$ cat src/rtl/mem_port_arbiter_pkg.sv
// Shared encodings for the memory port arbiter: FSM states, bus direction
// values and the fixed requester slot assignment.
package mem_arb_pkg;

    typedef enum logic [1:0] {
        IDLE   = 2'b00,
        ADDR   = 2'b01,
        ACCESS = 2'b10,
        DONE   = 2'b11
    } state_t;

    localparam logic MEM_READ  = 1'b1;
    localparam logic MEM_WRITE = 1'b0;

    localparam int REQ_FETCH = 32'd0;
    localparam int REQ_LSU   = 32'd1;
    localparam int REQ_DMA   = 32'd2;

endpackage

$ cat src/rtl/mem_port_arbiter_rr_pick.sv
// Combinational round-robin picker: first set request bit at or above ptr,
// wrapping past NREQ-1 back to slot 0.
module rr_pick #(
    parameter int NREQ = 3,
    parameter int IW   = 2
) (
    input  logic [NREQ-1:0] req,
    input  logic [IW-1:0]   ptr,
    output logic [NREQ-1:0] onehot,
    output logic [IW-1:0]   idx,
    output logic            valid
);

    logic [IW:0]   sum_s;
    logic [IW-1:0] pos_s;
    logic          take_s;

    // scan slots in rotation order; the first hit wins and masks later ones
    always_comb begin
        onehot = '0;
        idx    = '0;
        valid  = 1'b0;
        sum_s  = '0;
        pos_s  = '0;
        take_s = 1'b0;
        for (int i = 0; i < NREQ; i++) begin
            sum_s  = {1'b0, ptr} + (IW+1)'(i);
            pos_s  = (sum_s >= (IW+1)'(NREQ)) ? IW'(sum_s - (IW+1)'(NREQ)) : IW'(sum_s);
            take_s = req[pos_s] & ~valid;
            onehot[pos_s] = onehot[pos_s] | take_s;
            idx    = take_s ? pos_s : idx;
            valid  = valid | take_s;
        end
    end

endmodule

$ cat src/rtl/mem_port_arbiter.sv
// Round-robin owner of the single memory port: grants one requester, runs the
// address-setup / MFC-wait sequence with timeout, and returns data plus a done pulse.
module mem_port_arbiter
    import mem_arb_pkg::*;
#(
    parameter int NREQ    = 3,
    parameter int AW      = 16,
    parameter int DW      = 16,
    parameter int TIMEOUT = 255
) (
    input  logic               clk,
    input  logic               rst,
    input  logic [NREQ-1:0]    req,
    input  logic [NREQ-1:0]    we,
    input  logic [NREQ*AW-1:0] addr,
    input  logic [NREQ*DW-1:0] wdata,
    output logic [NREQ-1:0]    gnt,
    output logic [NREQ-1:0]    done,
    output logic [DW-1:0]      rdata,
    output logic               err,
    output logic               mem_en,
    output logic               mem_rw,
    output logic [AW-1:0]      mem_addr,
    output logic [DW-1:0]      mem_wdata,
    input  logic [DW-1:0]      mem_rdata,
    input  logic               mem_mfc
);

    localparam int IW = (NREQ > 1) ? $clog2(NREQ) : 1;
    localparam int CW = 8;

    state_t          state_r, state_s;
    logic [CW-1:0]   cnt_r, cnt_s;
    logic [IW-1:0]   rr_ptr_r, rr_ptr_s;
    logic [IW-1:0]   win_idx_r, win_idx_s;
    logic [NREQ-1:0] gnt_r, gnt_s;
    logic [NREQ-1:0] done_r, done_s;
    logic [DW-1:0]   rdata_r, rdata_s;
    logic            err_r, err_s;
    logic            mem_en_r, mem_en_s;
    logic            mem_rw_r, mem_rw_s;
    logic [AW-1:0]   mem_addr_r, mem_addr_s;
    logic [DW-1:0]   mem_wdata_r, mem_wdata_s;

    logic [NREQ-1:0] pick_onehot_s;
    logic [IW-1:0]   pick_idx_s;
    logic            pick_valid_s;

    rr_pick #(.NREQ(NREQ), .IW(IW)) u_pick (
        .req    (req),
        .ptr    (rr_ptr_r),
        .onehot (pick_onehot_s),
        .idx    (pick_idx_s),
        .valid  (pick_valid_s)
    );

    // next-state and next-output logic; every output is taken from a register
    always_comb begin
        state_s     = state_r;
        cnt_s       = cnt_r;
        rr_ptr_s    = rr_ptr_r;
        win_idx_s   = win_idx_r;
        gnt_s       = gnt_r;
        done_s      = done_r;
        rdata_s     = rdata_r;
        err_s       = err_r;
        mem_en_s    = mem_en_r;
        mem_rw_s    = mem_rw_r;
        mem_addr_s  = mem_addr_r;
        mem_wdata_s = mem_wdata_r;
        case (state_r)
            IDLE: begin
                if (pick_valid_s) begin
                    win_idx_s   = pick_idx_s;
                    gnt_s       = pick_onehot_s;
                    mem_addr_s  = addr[int'(pick_idx_s)*AW +: AW];
                    mem_wdata_s = wdata[int'(pick_idx_s)*DW +: DW];
                    mem_rw_s    = we[pick_idx_s] ? MEM_WRITE : MEM_READ;
                    err_s       = 1'b0;
                    mem_en_s    = 1'b0;
                    state_s     = ADDR;
                end else begin
                    state_s = IDLE;
                end
            end
            ADDR: begin
                mem_en_s = 1'b1;
                cnt_s    = '0;
                state_s  = ACCESS;
            end
            ACCESS: begin
                if (mem_mfc) begin
                    rdata_s  = (mem_rw_r == MEM_READ) ? mem_rdata : rdata_r;
                    mem_en_s = 1'b0;
                    done_s   = gnt_r;
                    state_s  = DONE;
                end else if (cnt_r == CW'(TIMEOUT - 1)) begin
                    // MFC never came: abort with the error flag, data untouched
                    err_s    = 1'b1;
                    mem_en_s = 1'b0;
                    done_s   = gnt_r;
                    state_s  = DONE;
                end else begin
                    cnt_s = cnt_r + CW'(1);
                end
            end
            DONE: begin
                done_s   = '0;
                gnt_s    = '0;
                rr_ptr_s = (win_idx_r == IW'(NREQ - 1)) ? '0 : win_idx_r + IW'(1);
                state_s  = IDLE;
            end
            default: begin
                state_s  = IDLE;
                gnt_s    = '0;
                done_s   = '0;
                mem_en_s = 1'b0;
            end
        endcase
    end

    // state and output registers with asynchronous reset
    always_ff @(posedge clk or posedge rst) begin
        if (rst) begin
            state_r     <= IDLE;
            cnt_r       <= '0;
            rr_ptr_r    <= '0;
            win_idx_r   <= '0;
            gnt_r       <= '0;
            done_r      <= '0;
            rdata_r     <= '0;
            err_r       <= 1'b0;
            mem_en_r    <= 1'b0;
            mem_rw_r    <= MEM_READ;
            mem_addr_r  <= '0;
            mem_wdata_r <= '0;
        end else begin
            state_r     <= state_s;
            cnt_r       <= cnt_s;
            rr_ptr_r    <= rr_ptr_s;
            win_idx_r   <= win_idx_s;
            gnt_r       <= gnt_s;
            done_r      <= done_s;
            rdata_r     <= rdata_s;
            err_r       <= err_s;
            mem_en_r    <= mem_en_s;
            mem_rw_r    <= mem_rw_s;
            mem_addr_r  <= mem_addr_s;
            mem_wdata_r <= mem_wdata_s;
        end
    end

    assign gnt       = gnt_r;
    assign done      = done_r;
    assign rdata     = rdata_r;
    assign err       = err_r;
    assign mem_en    = mem_en_r;
    assign mem_rw    = mem_rw_r;
    assign mem_addr  = mem_addr_r;
    assign mem_wdata = mem_wdata_r;

endmodule

$ cat config.mk
export PLATFORM = sky130hd
export DESIGN_NAME = mem_port_arbiter
export DESIGN_NICKNAME = d
export VERILOG_FILES = /design/src/rtl/mem_port_arbiter_pkg.sv /design/src/rtl/mem_port_arbiter_rr_pick.sv /design/src/rtl/mem_port_arbiter.sv
export SDC_FILE = /design/constraint.sdc
export NUM_CORES = 1
export LEC_CHECK = 0
export CAP_MARGIN = 25
export CORE_MARGIN = 4
export CORE_UTILIZATION = 49
export CTS_BUF_LIST = sky130_fd_sc_hd__clkbuf_2
export CTS_CLUSTER_SIZE = 40
export DETAILED_ROUTE_END_ITERATION = 8
export GPL_TIMING_DRIVEN = 0
export PLACE_DENSITY = 0.89
export SLEW_MARGIN = 20
export SYNTH_ARGS = -nofsm -noshare
export SYNTH_HDL_FRONTEND = slang
export SYNTH_SLANG_ARGS = --single-unit
$ cat constraint.sdc
create_clock -name clk -period 3.6 [get_ports clk]
set_input_delay 0.54 -clock clk [delete_from_list [all_inputs] [get_ports clk]]
set_output_delay 0.54 -clock clk [all_outputs]
set_load 0.01 [all_outputs]
==> flow_metrics.py, run 1 <==
metrics = {
    "die": {
        "row_count": 35,
        "dieArea_sq_um": 11100,
        "initial_utilization": 0.503,
        "design.core.area_sq_um": 9200,
        "ioPinCount": 178,
        "die_x_um": 105,
        "dieHeight_um": 105,
    },
    "detailed_routing": {
        "drt-pass1-iter-count": 5,
        "route.detailed.vias_per_inst": 5.83,
        "wl_per_cell_um": 17.8,
        "antenna_violating_nets_post_route": 0,
        "first_iter_violations": 188,
        "route.vias.total": 4503,
        "drt_drc_violations_left": 0,
        "wl_um": 13800,
    },
    "yosys": {
        "postSynth.asyncResetShare": 1.00,
        "ys_top_cells_by_area": "dfrtp_1 38%, a221oi_2 9.4%, o41ai_1 6.3%",
        "seq_total_area_yosys": 0.385,
        "netlist_area_sq_um": 4620,
        "synth_edf_count": 0,
        "synth.top_cell.area_share": 0.379,
        "synthDominantAreaCellType": "dfrtp_1",
        "synthesis.area_per_instance_sq_um": 9.81,
        "ys_dominant_reg_cell": "dfrtp_1",
        "synth_fp_nets": 602,
        "ffs_latches_synth": 71,
        "postSynthCellCount": 471,
        "synth_warnings": 0,
        "synth.lib_cells_used.distinct": 58,
    },
    "grt": {
        "grt_pass1_vias": 4541,
        "initial_antenna_violation_count": 0,
        "grt_max_degree": 38,
        "grt_first_pass_wirelength_um": 22100,
        "grt_overflow_total": 0,
        "grt_util_all_layers": 0.244,
    },
    "timing": {
        "relSlewSlack": 0.518,
        "finalHoldViolations": 0,
        "fin_worst_skew_ns": 0.0207,
        "post-route-min-period_ns": 2.67,
        "fmax_mhz": 374,
        "setup_ws_ns": 0.926,
        "totalNegativeSetupSlack_ns": 0,
        "final.period_utilization": 0.743,
        "timing_worst_slew_pin_value_ns": 0.713,
        "setup_repair_after_global_routing_missed_its_margin": "false",
        "setup_viol": 0,
        "slew_viol_final": 0,
    },
    "worst_setup_path": {
        "timing_worst_setup_path_type": "register to register",
        "r2r-end": "mem_wdata[3]",
        "critical_path.max_fanout": 10,
        "timing.reg2reg.worst_path_depth": 10,
        "ff2ff_setup_slack_ns": 0.93,
        "worst-endpoint-required_ns": 4.00,
        "worst_setup_path_start_kind": "register",
        "arrival_ns": 3.07,
        "r2r-start": "rr_ptr_r[0]",
        "end_kind": "register",
    },
    "clock_tree": {
        "max-clock-path-buffers": 2,
        "cts-buffers-inserted": 9,
        "cts_repair_resize_count": 0,
        "tritoncts_clock_tree": "yes",
        "clk_root_buffer_cell": "clkbuf_2",
        "holdBufCountCts": 0,
        "cts_sinks": 71,
        "cts.htree.levels": 3,
        "post_cts_buffers": 0,
        "clock_latency_ns": 0.52,
        "clk_pin_slew_worst_paths_ns": 0.20,
    },
    "power_and_ir_drop": {
        "power_frac_clock": 0.072,
        "power_frac_seq": 0.230,
        "worst_ir_drop_vdd_uv": 660,
        "p_switching_mw": 2.78,
        "power.leakage_nw": 2.73,
        "power.combinational.fraction": 0.698,
        "internal_power_mw": 3.24,
        "switching_share": 0.462,
        "pwr_density_cell_nw_per_um2": 908,
    },
    "final_layout": {
        "drive_gt1_frac": 0.151,
        "antenna_cells": 0,
        "layout_common_cells": "175 x clkdlybuf4s50_1, 70 x dfrtp_1, 52 x nand2_1, 38 x inv_1",
        "post-route-util": 0.721,
        "layout.nets": 789,
        "layout-area-overhead-vs-synth_pct": 43.6,
        "mostFrequentLayoutCell": "clkdlybuf4s50_1",
    },
    "place": {
        "port-buffer-count": 175,
        "dpl.hpwl_um": 10800,
        "place_worst_setup_slack_ns": 0.794,
        "gp_routability_congestion": 0.882,
    },
    "run_status": {
        "run_status": "finished clean",
    },
    "hold_path": {
        "timing.hold.worst.class": "primary input to async pin",
    },
    "run": {
        "max_cap_violations": 0,
    },
}
-- power by group through the flow --
stage	Combinational, mW	Clock (mW)	Sequential [mW]
finish	4.20	0.436	1.38
global route	4.57	0.482	1.43
CTS	4.20	0.442	1.39
detailed placement	4.19	0	1.40
global placement	4.05	0	1.38
floorplan	2.66	0	1.51
-- routing by layer --
layer  part of all wire  track usage
met5                  0            0
met4              0.027       0.0993
met3              0.065       0.0420
met2               0.50        0.426
met1               0.41        0.296
-- stage by stage --
stage	instance area, sq um	hold WS (ns)	power, mW	std cells
finish	6640	0.361	6.02	773
global route	6640	0.372	6.48	773
CTS	6640	0.360	6.02	773
global placement	6510	0.463	5.43	757
detailed placement	6540	0.476	5.59	758
floorplan	4620	0.457	4.17	471
-- worst max-delay path, cell delays in order, from the launching register on --
cell,delay (ns)
dfrtp_1,0.42
inv_1,0.07
ha_1,0.29
buf_2,0.23
nor2b_1,0.29
a221o_1,0.15
buf_2,0.20
clkbuf_1,0.38
a211oi_1,0.14
a221oi_1,0.28
o21ai_1,0.12
-- final cells by class --
type                            count  area, sq um
Clock buffer                       10         50.0
Inverter                           39          149
Multi-Input combinational cell    311         2400
Fill cell                         698         2560
Sequential cell                    71         1780
Buffer                             50          295
Timing Repair Buffer              176         1770
Tap cell                          111          139
Clock inverter                      5         50.0
-- flip-flops by register name (all words and copies together) (netlist names) --
name       flops
mem_wdata     16
rdata         16
mem_rw         1
cnt_r          8
rr_ptr_r       2
err            1
mem_addr      16
win_idx_r      2
state_r        2
gnt            3
done           3
mem_en         1
-- worst max-delay path by stage --
stage / from / endpoint / slack, ns / cells after the start
final: rr_ptr_r[0] / mem_wdata[3] / 0.93 / 10
after global routing: rr_ptr_r[0] / mem_wdata[3] / 0.68 / 10
after CTS: rr_ptr_r[1] / mem_addr[3] / 0.93 / 9
after detailed placement: req[2] / mem_addr[3] / 0.79 / 7
after global placement: rst / mem_wdata[12] / 0.13 / 2
after floorplan: rst / cnt_r[0] / 1.27 / 1
-- cell usage after synthesis, types with 9 or more instances --
master     n
a221oi_2  29
mux2_2    19
buf_2     11
clkbuf_1  21
buf_6      9
inv_1     39
o21ai_1   30
nand2_1   52
nor2b_1    9
o21ai_0   14
nor2_1    11
a211oi_1  33
o41ai_1   33
dfrtp_1   70
ha_1      10
-- logic make-up (layout without fill, tap and decap cells) --
group	after synthesis	after routing	synth area share
and+or+nand+nor	98	98	0.102
muxes	25	25	0.0601
DFF	71	71	0.385
xor gates and xnor gates	3	3	0.00569
buffers and inverters	89	280	0.0956
AOI/OAI and AO/OA	175	175	0.325
adders and majority gates	10	10	0.0271
No activity file was read; power rests on OpenSTA's default activity.
==> run 2: changes to the inputs <==
Settings changed: CORE_UTILIZATION 49 to 41, PLACE_DENSITY 0.89 to 0.8.
Clock period 3.6 ns to 2.3 ns, I/O delays scaled along.
==> run 2 against run 1 <==
The run now ends with negative setup slack left. Fmax up 11%. Combinational power up 120%. Critical path depth up 1. Final cell count up 6.1%. Routed wire length up 12%. Register-to-register slack worse by 1.0 ns. Total power up 100%. Non-clock buffer count up 17.
==> flow_metrics.py, run 2 (synthesis results as in run 1) <==
metrics = {
    "clock_tree": {
        "clk_root_buffer_cell": "clkbuf_2",
        "max-clock-path-buffers": 2,
        "clk_pin_slew_worst_paths_ns": 0.19,
        "cts_sinks": 71,
        "holdBufCountCts": 0,
        "tritoncts_clock_tree": "yes",
        "cts.htree.levels": 3,
        "cts-buffers-inserted": 9,
        "clock_latency_ns": 0.52,
    },
    "detailed_routing": {
        "route.vias.total": 4630,
        "wl_per_cell_um": 18.8,
        "first_iter_violations": 226,
        "route.detailed.vias_per_inst": 5.65,
        "drt_drc_violations_left": 0,
        "wl_um": 15400,
        "antenna_violating_nets_post_route": 0,
        "drt-pass1-iter-count": 4,
    },
    "timing": {
        "setup_ws_ns": -0.106,
        "fmax_mhz": 416,
        "finalHoldWorstSlack_ns": 0.172,
        "timing_worst_slew_pin_value_ns": 0.741,
        "slew_viol_final": 0,
        "post-route-min-period_ns": 2.41,
        "totalNegativeSetupSlack_ns": -2.30,
        "setup_viol": 34,
        "final.period_utilization": 1.05,
        "setup_repair_after_global_routing_missed_its_margin": "true",
        "finalHoldViolations": 0,
        "fin_worst_skew_ns": 0.0149,
        "relSlewSlack": 0.499,
    },
    "worst_setup_path": {
        "worst_path_largest_cell_delay_ns": 0.48,
        "r2r-start": "rr_ptr_r[0]",
        "timing.critical_path.slowest_stage_cell": "dfrtp_1",
        "ff2ff_setup_slack_ns": -0.11,
        "r2r-end": "mem_addr[10]",
        "critPathMostFrequentCell": "buf_6",
        "cells_along_the_critical_path": "inv_2, ha_4, buf_8, nor2b_4, a221o_1, buf_6, a21o_1, buf_6, buf_12, a221oi_2, o21ai_1",
        "end_kind": "register",
        "arrival_ns": 2.81,
        "worst_setup_path_start_kind": "register",
        "worst-endpoint-required_ns": 2.71,
        "buf_inv_stages_crit_path": 5,
        "timing.reg2reg.worst_path_depth": 11,
        "largest_delay_share_family_worst_path": "compound AO/OA/AOI/OAI gates",
        "critical_path.max_fanout": 10,
        "timing_worst_setup_path_type": "register to register",
    },
    "final_layout": {
        "layout_common_cells": "175 x clkdlybuf4s50_1, 70 x dfrtp_1, 52 x nand2_1, 36 x inv_1, 29 x o21ai_1",
        "layout.nets": 806,
        "ff_latch_area_sq_um": 1780,
        "multiInputGateArea_sq_um": 3060,
        "drive_gt1_frac": 0.282,
        "antenna_cells": 0,
        "fillerInstances": 825,
        "layout-area-overhead-vs-synth_pct": 66.4,
        "post-route-util": 0.703,
        "mostFrequentLayoutCell": "clkdlybuf4s50_1",
    },
    "grt": {
        "grt_max_degree": 40,
        "grt_util_all_layers": 0.220,
        "globalRouteMet3Util": 0.0529,
        "top_usage_layer": "met2",
        "gr-usage-met1": 0.262,
        "grt_overflow_total": 0,
        "globalRouteMet2Util": 0.390,
        "grt_first_pass_wirelength_um": 23300,
        "initial_antenna_violation_count": 0,
        "grt_pass1_vias": 4770,
    },
    "hold_path": {
        "timing.hold.worst.class": "primary input to async pin",
    },
    "die": {
        "dieHeight_um": 114,
        "design.core.area_sq_um": 10900,
        "ioPinCount": 178,
        "dieArea_sq_um": 13000,
        "row_count": 38,
        "die_x_um": 114,
        "initial_utilization": 0.423,
    },
    "place": {
        "place_worst_setup_slack_ns": -0.335,
        "gp_routability_congestion": 0.816,
        "dpl.hpwl_um": 10800,
        "port-buffer-count": 175,
    },
    "power_and_ir_drop": {
        "worst_ir_drop_vdd_uv": 1020,
        "pwr_density_cell_nw_per_um2": 1590,
        "fin_total_pwr_mw": 12.2,
        "power.leakage_nw": 3.09,
    },
    "run": {
        "max_cap_violations": 0,
    },
    "run_status": {
        "run_status": "complete, but fails checks",
        "violations": "negative setup slack",
    },
}
## run 2: worst max-delay path by stage
stage	slack (ns)	start	depth (start not counted)	to
3_5_place_dp	-0.34	req[2]	7	mem_addr[2]
6_report	-0.11	rr_ptr_r[0]	11	mem_addr[10]
4_1_cts	-0.05	rr_ptr_r[1]	9	mem_wdata[12]
5_1_grt	-0.21	rr_ptr_r[0]	11	mem_addr[10]
3_3_place_gp	-1.07	rst	2	mem_wdata[12]
2_1_floorplan	0.02	rr_ptr_r[0]	11	mem_addr[0]
## run 2: layout make-up
cell class,instances,share of cell area
inverters,39,0.0194
repair buffers,195,0.254
well taps,140,0.0228
plain buffers,48,0.0581
flip-flops and latches,71,0.231
clock inverters,5,0.00943
clock buffers,11,0.00716
multi-input cells,311,0.398
## run 2: repair_timing
item	4_1_cts	5_1_grt
setup endpoints to repair	39	37
pin swaps	36	21
buffers inserted	13	4
gates cloned	1	1
resized for setup	76	85
## run 2: power by group
| group | internal, mW | total [mW] | switching, mW |
|---|---|---|---|
| Clock | 0.361 | 0.817 | 0.456 |
| Combinational | 4.48 | 9.20 | 4.72 |
| Sequential | 1.82 | 2.18 | 0.354 |
## run 2: metal layers
layer	vias up	wire length [um]
met5	-	0
met4	0	263
met3	23	990
met2	167	7930
met1	2256	6260
li1	2184	-
## run 2: through the flow
step,instance area [sq um],std cells
3_5_place_dp,6570,787
4_1_cts,7130,816
6_report,7690,820
3_3_place_gp,6550,786
5_1_grt,7690,820
2_1_floorplan,4620,471
==> run 3: changes to the inputs <==
Settings changed: RECOVER_POWER set to 100, SLEW_MARGIN 20 to 30.
==> run 3 against run 2 <==
The run ends with max-capacitance violations, max-slew violations, negative setup slack left. Via count up 0.50%. Clock power about the same. Final area down 0.18%. Global-route usage unchanged. Clock skew about the same. Fmax about the same. Worst setup slack better by 0.0024 ns. Critical path type unchanged. Non-clock buffer count unchanged. Flip-flop and latch count unchanged.
==> flow_metrics.py, run 3 (synthesis results as in run 1) <==
metrics = {
    "timing": {
        "final.period_utilization": 1.04,
        "setup_viol": 34,
        "relSlewSlack": -0.0492,
        "finalHoldViolations": 0,
        "post-route-min-period_ns": 2.40,
        "setup_repair_after_global_routing_missed_its_margin": "true",
        "finalHoldWorstSlack_ns": 0.435,
        "setup_ws_ns": -0.103,
        "fin_worst_skew_ns": 0.0148,
        "fmax_mhz": 416,
        "slew_viol_final": 34,
        "timing_worst_slew_pin_value_ns": 1.57,
    },
    "detailed_routing": {
        "route.detailed.vias_per_inst": 5.67,
        "route.vias.total": 4653,
        "wl_per_cell_um": 18.8,
        "first_iter_violations": 225,
        "drt-pass1-iter-count": 4,
        "drt_drc_violations_left": 0,
        "wl_um": 15400,
        "antenna_violating_nets_post_route": 0,
    },
    "final_layout": {
        "drive_gt1_frac": 0.282,
        "finalInstanceArea_sq_um": 7680,
        "layout_common_cells": "118 x clkdlybuf4s50_1, 70 x dfrtp_1, 57 x dlygate4sd3_1, 52 x nand2_1, 36 x inv_1",
        "antenna_cells": 0,
        "fillerInstances": 828,
        "layout.nets": 806,
        "layout-area-overhead-vs-synth_pct": 66.1,
        "mostFrequentLayoutCell": "clkdlybuf4s50_1",
    },
    "power_and_ir_drop": {
        "pwr_density_cell_nw_per_um2": 1560,
        "power.leakage_nw": 3.15,
        "fin_total_pwr_mw": 12.0,
        "worst_ir_drop_vdd_uv": 1020,
    },
    "run": {
        "max_cap_violations": 1,
    },
    "worst_setup_path": {
        "end_kind": "register",
        "timing.critical_path.slowest_stage_cell": "dfrtp_1",
        "timing_worst_setup_path_type": "register to register",
        "worst-endpoint-required_ns": 2.72,
        "critical_path.max_fanout": 10,
        "worst_setup_path_start_kind": "register",
        "largest_delay_share_family_worst_path": "compound AO/OA/AOI/OAI gates",
        "ff2ff_setup_slack_ns": -0.10,
        "worst_path_largest_cell_delay_ns": 0.46,
        "cells_along_the_critical_path": "inv_2, ha_4, mux2_4, or3_4, a21o_1, buf_6, buf_12, a221oi_4, o21ai_2",
        "arrival_ns": 2.82,
        "buf_inv_stages_crit_path": 3,
    },
    "die": {
        "row_count": 38,
        "die_x_um": 114,
        "ioPinCount": 178,
        "initial_utilization": 0.423,
        "dieArea_sq_um": 13000,
        "dieHeight_um": 114,
        "design.core.area_sq_um": 10900,
    },
    "clock_tree": {
        "clock_latency_ns": 0.52,
        "cts-buffers-inserted": 9,
        "max-clock-path-buffers": 2,
        "holdBufCountCts": 0,
        "cts_sinks": 71,
        "clk_pin_slew_worst_paths_ns": 0.19,
        "clk_root_buffer_cell": "clkbuf_2",
        "cts.htree.levels": 3,
        "tritoncts_clock_tree": "yes",
    },
    "place": {
        "dpl.hpwl_um": 10800,
        "port-buffer-count": 175,
        "gp_routability_congestion": 0.816,
        "placedInstanceArea_sq_um": 6570,
    },
    "run_status": {
        "violations": "max-capacitance violations, max-slew violations, negative setup slack",
        "run_status": "complete, but fails checks",
    },
    "grt": {
        "grt_overflow_total": 0,
        "grt_pass1_vias": 4770,
        "initial_antenna_violation_count": 0,
        "grt_first_pass_wirelength_um": 23300,
        "grt_util_all_layers": 0.220,
        "grt_max_degree": 40,
    },
    "hold_path": {
        "timing.hold.worst.class": "primary input to register",
    },
}
-- run 3: metrics by stage --
step	TNS [ns]	cells	utilization	worst slack, ns
2_1_floorplan	0	471	-	0.0156
3_3_place_gp	-81.23	786	0.599	-1.07
4_1_cts	-0.970	816	0.652	-0.0544
5_1_grt	-5.50	820	0.702	-0.207
3_5_place_dp	-8.78	787	0.601	-0.335
6_report	-2.31	820	0.702	-0.103
-- run 3: metal layers --
layer	part of all wire	vias to the layer above	GRT usage
met3	0.064	27	0.0529
li1	-	2192	-
met4	0.019	0	0.0673
met1	0.40	2268	0.262
met5	0	-	0
met2	0.51	166	0.390
-- run 3: power breakdown --
part           switching (mW)  internal [mW]  leakage, nW
Clock                   0.456          0.361       0.0810
Sequential              0.331           1.82        0.888
Combinational            4.71           4.30         2.18
Total                    5.50           6.49         3.15
-- run 3: area by class of cell --
type	instances	area (sq um)	share of cell area
clock buffer	11	55.1	0.00717
inverter	39	148	0.0192
timing repair buffer	195	1940	0.253
clock inverter	5	72.6	0.00945
multi-input combinational	311	3060	0.399
buffer	48	447	0.0582
sequential	71	1780	0.232
tap	140	175	0.0228
-- run 3: final timing paths --
path / cells after the start / from / to
max: 9 / rr_ptr_r[1] / mem_wdata[7]
min: 2 / mem_rdata[12] / rdata[12]
max reg2reg: 9 / rr_ptr_r[1] / mem_wdata[7]
min reg2reg: 2 / mem_wdata[3] / mem_wdata[3]
max in group asynchronous: 3 / rst / mem_wdata[6]
min in group asynchronous: 2 / rst / rdata[6]
-- run 3: repair_timing --
action	CTS	global route
endpoints found under the hold margin	0	0
endpoints found under the setup margin	39	37
setup buffers	13	4
gates cloned	1	1
pin swaps	36	21
gates resized for setup	76	85
